[config.mk]
export PLATFORM = sky130hd
export DESIGN_NAME = imem_loader_flat
export DESIGN_NICKNAME = d
export VERILOG_FILES = /design/src/rtl/imem_loader_if.sv /design/src/rtl/imem_loader.sv /design/src/flat_wrapper.sv
export SDC_FILE = /design/constraint.sdc
export NUM_CORES = 1
export LEC_CHECK = 0
export ABC_AREA = 1
export BUFFER_PORTS_ARGS = -buffer_cell sky130_fd_sc_hd__buf_2
export CORE_MARGIN = 2
export CORE_UTILIZATION = 49
export DETAILED_ROUTE_END_ITERATION = 16
export HOLD_SLACK_MARGIN = 0.08
export PLACE_DENSITY = 0.74
export SYNTH_ARGS = -nofsm -noshare
export SYNTH_HDL_FRONTEND = slang
export SYNTH_SLANG_ARGS = --single-unit
[constraint.sdc]
create_clock -name clk -period 3.65 [get_ports clk]
set_input_delay 0.9125 -clock clk [delete_from_list [all_inputs] [get_ports clk]]
set_output_delay 0.9125 -clock clk [all_outputs]
set_load 0.01 [all_outputs]
[src/rtl/imem_loader_if.sv]
// Handshake and memory-load-port bundle between the byte source, the
// loader and the instruction memory.
interface imem_loader_if #(
   parameter int ADDR_W = 10
);
   logic              start;
   logic [ADDR_W-1:0] base_addr;
   logic [ADDR_W:0]   num_words;
   logic [7:0]        byte_in;
   logic              byte_valid;
   logic              byte_ready;
   logic              le;
   logic [31:0]       load_addr;
   logic [31:0]       iin;
   logic              busy;
   logic              done;

   modport slave (
      input  start, base_addr, num_words, byte_in, byte_valid,
      output byte_ready, le, load_addr, iin, busy, done
   );

   modport master (
      output start, base_addr, num_words, byte_in, byte_valid,
      input  byte_ready, le, load_addr, iin, busy, done
   );
endinterface

[src/rtl/imem_loader.sv]
// Instruction-memory loader: packs an MSB-first byte stream into 32-bit
// words and writes them to consecutive word addresses.
module imem_loader #(
   parameter int ADDR_W = 10
) (
   input  logic         clk,
   input  logic         rst,
   imem_loader_if.slave bus
);
   typedef enum logic [1:0] {S_IDLE, S_RECV, S_WRITE, S_DONE} state_t;

   state_t            r_state, w_state_nxt;
   logic [1:0]        r_bidx;
   logic [ADDR_W:0]   r_wcnt, r_nwords;
   logic [ADDR_W-1:0] r_addr, r_ld_addr;
   logic [31:0]       r_word, r_iin;

   logic              w_start, w_accept;
   logic [ADDR_W:0]   w_wcnt_nxt;

   assign w_start    = bus.start && (r_state == S_IDLE || r_state == S_DONE);
   assign w_accept   = bus.byte_valid && (r_state == S_RECV);
   assign w_wcnt_nxt = r_wcnt + (ADDR_W+1)'(1);

   always_ff @(posedge clk or posedge rst) begin
      if (rst) r_state <= S_IDLE;
      else     r_state <= w_state_nxt;
   end

   always_comb begin
      w_state_nxt = r_state;
      case (r_state)
         S_IDLE, S_DONE:
            if (w_start) w_state_nxt = (bus.num_words == '0) ? S_DONE : S_RECV;
         S_RECV:
            if (w_accept && r_bidx == 2'd3) w_state_nxt = S_WRITE;
         S_WRITE:
            w_state_nxt = (w_wcnt_nxt == r_nwords) ? S_DONE : S_RECV;
         default: w_state_nxt = S_IDLE;
      endcase
   end

   always_comb begin
      bus.byte_ready = 1'b0;
      bus.le         = 1'b0;
      bus.busy       = 1'b0;
      bus.done       = 1'b0;
      case (r_state)
         S_RECV:  begin bus.byte_ready = 1'b1; bus.busy = 1'b1; end
         S_WRITE: begin bus.le = 1'b1; bus.busy = 1'b1; end
         S_DONE:  bus.done = 1'b1;
         default: ;
      endcase
   end

   // The write port is loaded on the 4th byte so it is stable for the whole
   // WRITE cycle; the running address advances during WRITE itself.
   always_ff @(posedge clk or posedge rst) begin
      if (rst) begin
         r_bidx    <= '0;
         r_wcnt    <= '0;
         r_nwords  <= '0;
         r_addr    <= '0;
         r_ld_addr <= '0;
         r_word    <= '0;
         r_iin     <= '0;
      end else begin
         if (w_start) begin
            r_addr   <= bus.base_addr;
            r_nwords <= bus.num_words;
            r_wcnt   <= '0;
            r_bidx   <= '0;
         end
         if (w_accept) begin
            r_word <= {r_word[23:0], bus.byte_in};
            r_bidx <= r_bidx + 2'd1;
            if (r_bidx == 2'd3) begin
               r_iin     <= {r_word[23:0], bus.byte_in};
               r_ld_addr <= r_addr;
            end
         end
         if (r_state == S_WRITE) begin
            r_wcnt <= w_wcnt_nxt;
            r_addr <= r_addr + ADDR_W'(1);
            r_bidx <= '0;
         end
      end
   end

   assign bus.load_addr = {{(32-ADDR_W){1'b0}}, r_ld_addr};
   assign bus.iin       = r_iin;
endmodule

[src/flat_wrapper.sv]
// flat-port wrapper written by rule: the top's interface ports become plain ports
module imem_loader_flat 
#(
   parameter int ADDR_W = 10
)
  (clk, rst, bus_start, bus_base_addr, bus_num_words, bus_byte_in, bus_byte_valid, bus_byte_ready, bus_le, bus_load_addr, bus_iin, bus_busy, bus_done);
  imem_loader_if #(.ADDR_W(ADDR_W)) bus_i ();
  input  logic clk;
  input  logic rst;
  input wire logic [$bits(bus_i.start)-1:0] bus_start;
  input wire logic [$bits(bus_i.base_addr)-1:0] bus_base_addr;
  input wire logic [$bits(bus_i.num_words)-1:0] bus_num_words;
  input wire logic [$bits(bus_i.byte_in)-1:0] bus_byte_in;
  input wire logic [$bits(bus_i.byte_valid)-1:0] bus_byte_valid;
  output wire logic [$bits(bus_i.byte_ready)-1:0] bus_byte_ready;
  output wire logic [$bits(bus_i.le)-1:0] bus_le;
  output wire logic [$bits(bus_i.load_addr)-1:0] bus_load_addr;
  output wire logic [$bits(bus_i.iin)-1:0] bus_iin;
  output wire logic [$bits(bus_i.busy)-1:0] bus_busy;
  output wire logic [$bits(bus_i.done)-1:0] bus_done;
  assign bus_i.start = bus_start;
  assign bus_i.base_addr = bus_base_addr;
  assign bus_i.num_words = bus_num_words;
  assign bus_i.byte_in = bus_byte_in;
  assign bus_i.byte_valid = bus_byte_valid;
  assign bus_byte_ready = bus_i.byte_ready;
  assign bus_le = bus_i.le;
  assign bus_load_addr = bus_i.load_addr;
  assign bus_iin = bus_i.iin;
  assign bus_busy = bus_i.busy;
  assign bus_done = bus_i.done;
  imem_loader #(.ADDR_W(ADDR_W)) u_core (.clk(clk), .rst(rst), .bus(bus_i));
endmodule
Yosys cells after proc, flatten, opt, wreduce, memory -nomap -nowiden

Index checks and enable logic that the tools add are counted.

Bits of input ports: 33
Word-level logic and storage cells: 46
Output and inout bits: 68
Flip-flop bits (word level): 102

Eq/ne operators: 7
$add $sub $neg: 3
Multiplexer cells: 16
Reductions and logical operators: 12

Operators with widths:

| kind                                                  | number |
|---|---|
| 2-to-1 mux 11 bit                                     | 2 |
| 2-to-1 mux 10 bit                                     | 2 |
| 2-to-1 mux 2 bit                                      | 7 |
| adder 11 x 1 -> 11 bit, second input constant         | 1 |
| equality test 11 bit                                  | 1 |
| logical NOT 11 bit                                    | 1 |
| adder 10 x 1 -> 10 bit, second input constant         | 1 |
| equality test 2 bit, second input constant            | 3 |
| one-hot mux 2 bit (3 select lines)                    | 1 |
| 2-to-1 mux 1 bit                                      | 4 |
| AND reduction 2 bit                                   | 2 |
| OR reduction 2 bit                                    | 2 |
| logical AND 1 bit                                     | 3 |
| nonzero test 3 bit                                    | 1 |
| adder 2 x 1 -> 2 bit, second input constant           | 1 |
| equality test 2 x 1 -> 1 bit, second input constant   | 1 |
| logical NOT 2 bit                                     | 1 |
| inequality test 2 x 1 -> 1 bit, second input constant | 1 |
| inequality test 2 bit, second input constant          | 1 |
| nonzero test 2 bit                                    | 1 |
| logical OR 1 bit                                      | 1 |

Longest topological paths before layout

Depth after elaboration: 6
Depth in mapped cells: 13
Depth with buffers taken out: 13

Worst setup path before layout

No wires, ideal clock.

Kind: input to register
From: input port bus_start
To: register u_core.r_addr[3]
Data arrival time: 1.810 ns
Buffers on the path: 1
Stages: 6
Data required time: 3.563 ns
Setup slack: 1.753 ns
Library setup time: 0.087 ns
Cells stage by stage: nand2_1 -> inv_2 -> nor2_2 -> inv_2 -> clkbuf_1 -> o211ai_1

Cells in the longest elaborated chain, start to end: 2

RTL lines:

| what                                | RTL line           | source |
|---|---|---|
| start, declared                     | flat_wrapper.sv:10 | `input wire logic [$bits(bus_i.start)-1:0] bus_start;` |
| logical AND 1 bit                   | imem_loader.sv:21  | `assign w_start = bus.start && (r_state == S_IDLE \|\| r_state == S_DONE);` |
| nonzero test 2 bit (no source line) | --                 |  |
| end signal, assigned                | imem_loader.sv:69  | `r_addr <= bus.base_addr;` |
| end signal, assigned                | imem_loader.sv:84  | `r_addr <= r_addr + ADDR_W'(1);` |
| end, declared                       | imem_loader.sv:15  | `logic [ADDR_W-1:0] r_addr, r_ld_addr;` |

No other way between the ends.
A chain may end at the register's enable or synchronous reset.

Final worst setup path

From: register u_core.r_state[0]
To: output port bus_busy

Cells in the longest elaborated chain, start to end: 3
Elaborated cells between the ends (all ways): 4
Those cells by class: 2 x eq/ne; 1 x mux; 1 x reduce/logical

RTL lines:

| what                                                                | RTL line           | source |
|---|---|---|
| start, declared                                                     | imem_loader.sv:12  | `state_t r_state, w_state_nxt;` |
| start signal, assigned                                              | imem_loader.sv:27  | `else r_state <= w_state_nxt;` |
| equality test 2 bit or equality test 2 x 1 -> 1 bit (tied branches) | imem_loader.sv:48  | `case (r_state)` |
| OR reduction 2 bit (no source line) (*)                             | --                 |  |
| 2-to-1 mux 1 bit (*)                                                | imem_loader.sv:48  |  |
| end, declared                                                       | flat_wrapper.sv:19 | `output wire logic [$bits(bus_i.busy)-1:0] bus_busy;` |

Mark *: on every way between the ends. The rest lies on a longest branch, timed or not.

==> impl_metrics.py <==
metrics = {
    "run_status": {
        "status": "complete, no violations",
    },
    "timing": {
        "rsz0062_at_grt": "false",
        "worst_pin_slew_ns": 0.913,
        "skew_ns": 0.00918,
        "max_freq_ghz": 0.427,
        "fin_setup_tns_ns": 0,
        "slew_headroom_pct": 39.1,
        "period_needed_ns": 2.34,
        "finalCritPeriodShare_pct": 64.1,
        "hold_viol_final": 0,
        "slew_viol_final": 0,
        "setup_violations": 0,
    },
    "synthesis": {
        "ys_top_cells_by_area": "dfrtp_1 54%, nand2_1 14%, o21ai_0 7.6%",
        "synth_cell_types": 36,
        "ys.flop_type": "dfrtp_1",
        "ys_async_sr_fraction_pct": 100,
        "yosysTopAreaCellShare_pct": 53.7,
        "synth_area_um2": 4750,
        "synth.yosys.seq_area_share_pct": 53.7,
        "syn_area_per_cell_um2": 8.42,
        "synth_largest_area_cell": "dfrtp_1",
        "synth_edf_count": 0,
        "yosysWarnings": 0,
        "syn_inst": 564,
        "ys_seq_elements": 102,
    },
    "place": {
        "io_buffers": 78,
        "dp_hpwl_um": 6910,
        "gp_congestion": 0.837,
        "dpl.cell_count": 756,
    },
    "cells_and_area": {
        "final_common_cell": "nand2_1",
        "instances_no_fill": 772,
        "nets": 678,
        "diodes": 0,
        "fillers": 870,
        "area_delta_synth_final_pct": 14.1,
        "drive_above_1_share_pct": 19.3,
        "mostFrequentLayoutCells": "171 x nand2_1, 102 x dfrtp_1, 78 x buf_2",
    },
    "setup_path": {
        "cp.arrival_ns": 1.43,
        "setup.worst_path.start": "u_core.r_state[0]",
        "crit_required_ns": 2.74,
        "path_max_fanout": 5,
        "start_kind": "register",
        "cp-end-kind": "primary output",
        "r2r_start": "u_core.r_state[0]",
        "worstSetupPathType": "reg -> out",
    },
    "job": {
        "drv_cap": 0,
    },
    "cts": {
        "cts_resized": 0,
        "cts_hold_buf": 0,
        "clockBufferDepth": 2,
        "clock-root-buffer": "clkbuf_8",
        "clock_latency_ns": 0.36,
        "numCtsBuffers": 9,
        "cts.clk_slew.worst_paths_ns": 0.09,
        "h-tree-depth": 3,
        "cts.sinks": 102,
        "cts_tree": "built",
        "post_cts_buffers": 0,
    },
    "detailed_routing": {
        "ant_nets": 0,
        "drc_errors": 0,
        "firstDrtPassIters": 4,
        "dr_total_vias": 3824,
        "drt_iter0_markers": 215,
        "vias_per_cell": 4.95,
        "wl_um": 9730,
        "routedWlPerCell_um": 12.6,
    },
    "global_route": {
        "grt_antenna_before_repair": 0,
        "grt_max_degree": 76,
        "track_usage_pct": 19.8,
        "grt-ovfl-total": 0,
        "grt_first_pass_wirelength_um": 16400,
        "grt_pass1_vias": 3658,
    },
    "die": {
        "core_area_um2": 9330,
        "dieArea_um2": 10500,
        "io-pin-count": 101,
        "die_h_um": 102,
        "chipWidth_um": 102,
        "row_count": 35,
        "start_util_pct": 50.9,
    },
    "pwr": {
        "p_leak_nw": 2.86,
        "max-vdd-ir-drop_v": 0.000327,
        "power_density_nw_per_um2": 751,
    },
    "hold_path": {
        "hold_path.class": "reg -> reg",
        "worstHoldStart": "u_core.r_word[23]",
    },
}
[synth_stat cells, types with 3 or more instances]
cell type    n
nand3_1     30
o211ai_1     4
nand2_2      7
nand2_1    172
dfrtp_1    102
nor2_1      16
inv_2        5
nor2_2       4
o22ai_1      5
clkbuf_1    14
o21ai_1      3
nor4_1       3
o21ai_0     72
nand3b_1     3
nor2_4       3
ha_1         7
inv_1       62
xor2_1       3
buf_2        3
buf_4       22
a21oi_1      3
[area by class of cell]
type | instances | area (um^2) | share of cell area (%)
clock buffers | 11 | 151 | 2.79
multi-input cells | 374 | 1780 | 32.9
clock inverters | 5 | 86.3 | 1.59
inverters | 68 | 258 | 4.76
flip-flops and latches | 102 | 2550 | 47.1
well taps | 129 | 161 | 2.98
repair buffers | 83 | 428 | 7.89
[where the power goes]
| part | switching (W) | internal, W |
|---|---|---|
| combinational | 0.000917 | 0.000518 |
| sequential | 0.000271 | 0.00154 |
| clock | 0.000389 | 0.000431 |
| total | 0.00158 | 0.00249 |
[per-layer routing]
layer	GRT usage, %	routed length (um)	vias up
met3	2.94	439	10
li1	-	-	1907
met4	8.10	124	0
met5	0	0	-
met1	27.9	4590	1792
met2	31.0	4580	115
[worst max-delay path: stages, from the launching register on]
cell     delay (ns)
dfrtp_1        0.45
inv_1          0.07
ha_1           0.30
inv_1          0.11
buf_2          0.14
[logic make-up (layout without fill, tap and decap cells)]
| kind of cell | after synthesis | count (layout) | synth area share (%) |
|---|---|---|---|
| AO/OA/AOI/OAI | 97 | 97 | 11.2 |
| XOR/XNOR | 3 | 3 | 0.553 |
| adder cells (fa/ha/maj) | 7 | 7 | 1.84 |
| buffers and inverters | 109 | 167 | 10.4 |
| flip-flops | 102 | 102 | 53.7 |
| other | 1 | 22 | 0.0790 |
| AND/OR/NAND/NOR | 245 | 245 | 22.2 |
[through the flow]
stage                     setup slack, ns  hold slack [ns]  area [um^2]  total power [W]  utilization, %
after floorplan                    0.0620            0.442         4830          0.00281               -
after global placement               1.19            0.458         5180          0.00322            55.6
after detailed placement             1.13            0.462         5180          0.00328            55.6
after CTS                            1.30            0.487         5420          0.00411            58.1
after global routing                 1.14            0.508         5420          0.00442            58.1
final                                1.31            0.486         5420          0.00407            58.1
[path summary, 6_finish.rpt]
| path | to | slack, ns | cells after the start |
|---|---|---|---|
| min reg2reg | u_core.bus.iin[31] | 0.49 | 2 |
| min | u_core.bus.iin[31] | 0.49 | 2 |
| min in group asynchronous | u_core.bus.iin[7] | 0.76 | 2 |
| max | bus_busy | 1.31 | 4 |
| max in group asynchronous | u_core.bus.iin[29] | 2.14 | 3 |
| max reg2reg | u_core.r_addr[3] | 1.35 | 7 |
[state kept, by name (all words and copies together), names as in the netlist]
signal / count
u_core.r_wcnt: 11
u_core.r_addr: 10
u_core.bus.iin: 32
u_core.r_bidx: 2
u_core.r_word: 24
u_core.r_nwords: 11
u_core.r_state: 2
u_core.r_ld_addr: 10
(Power assumes the default switching activity.)
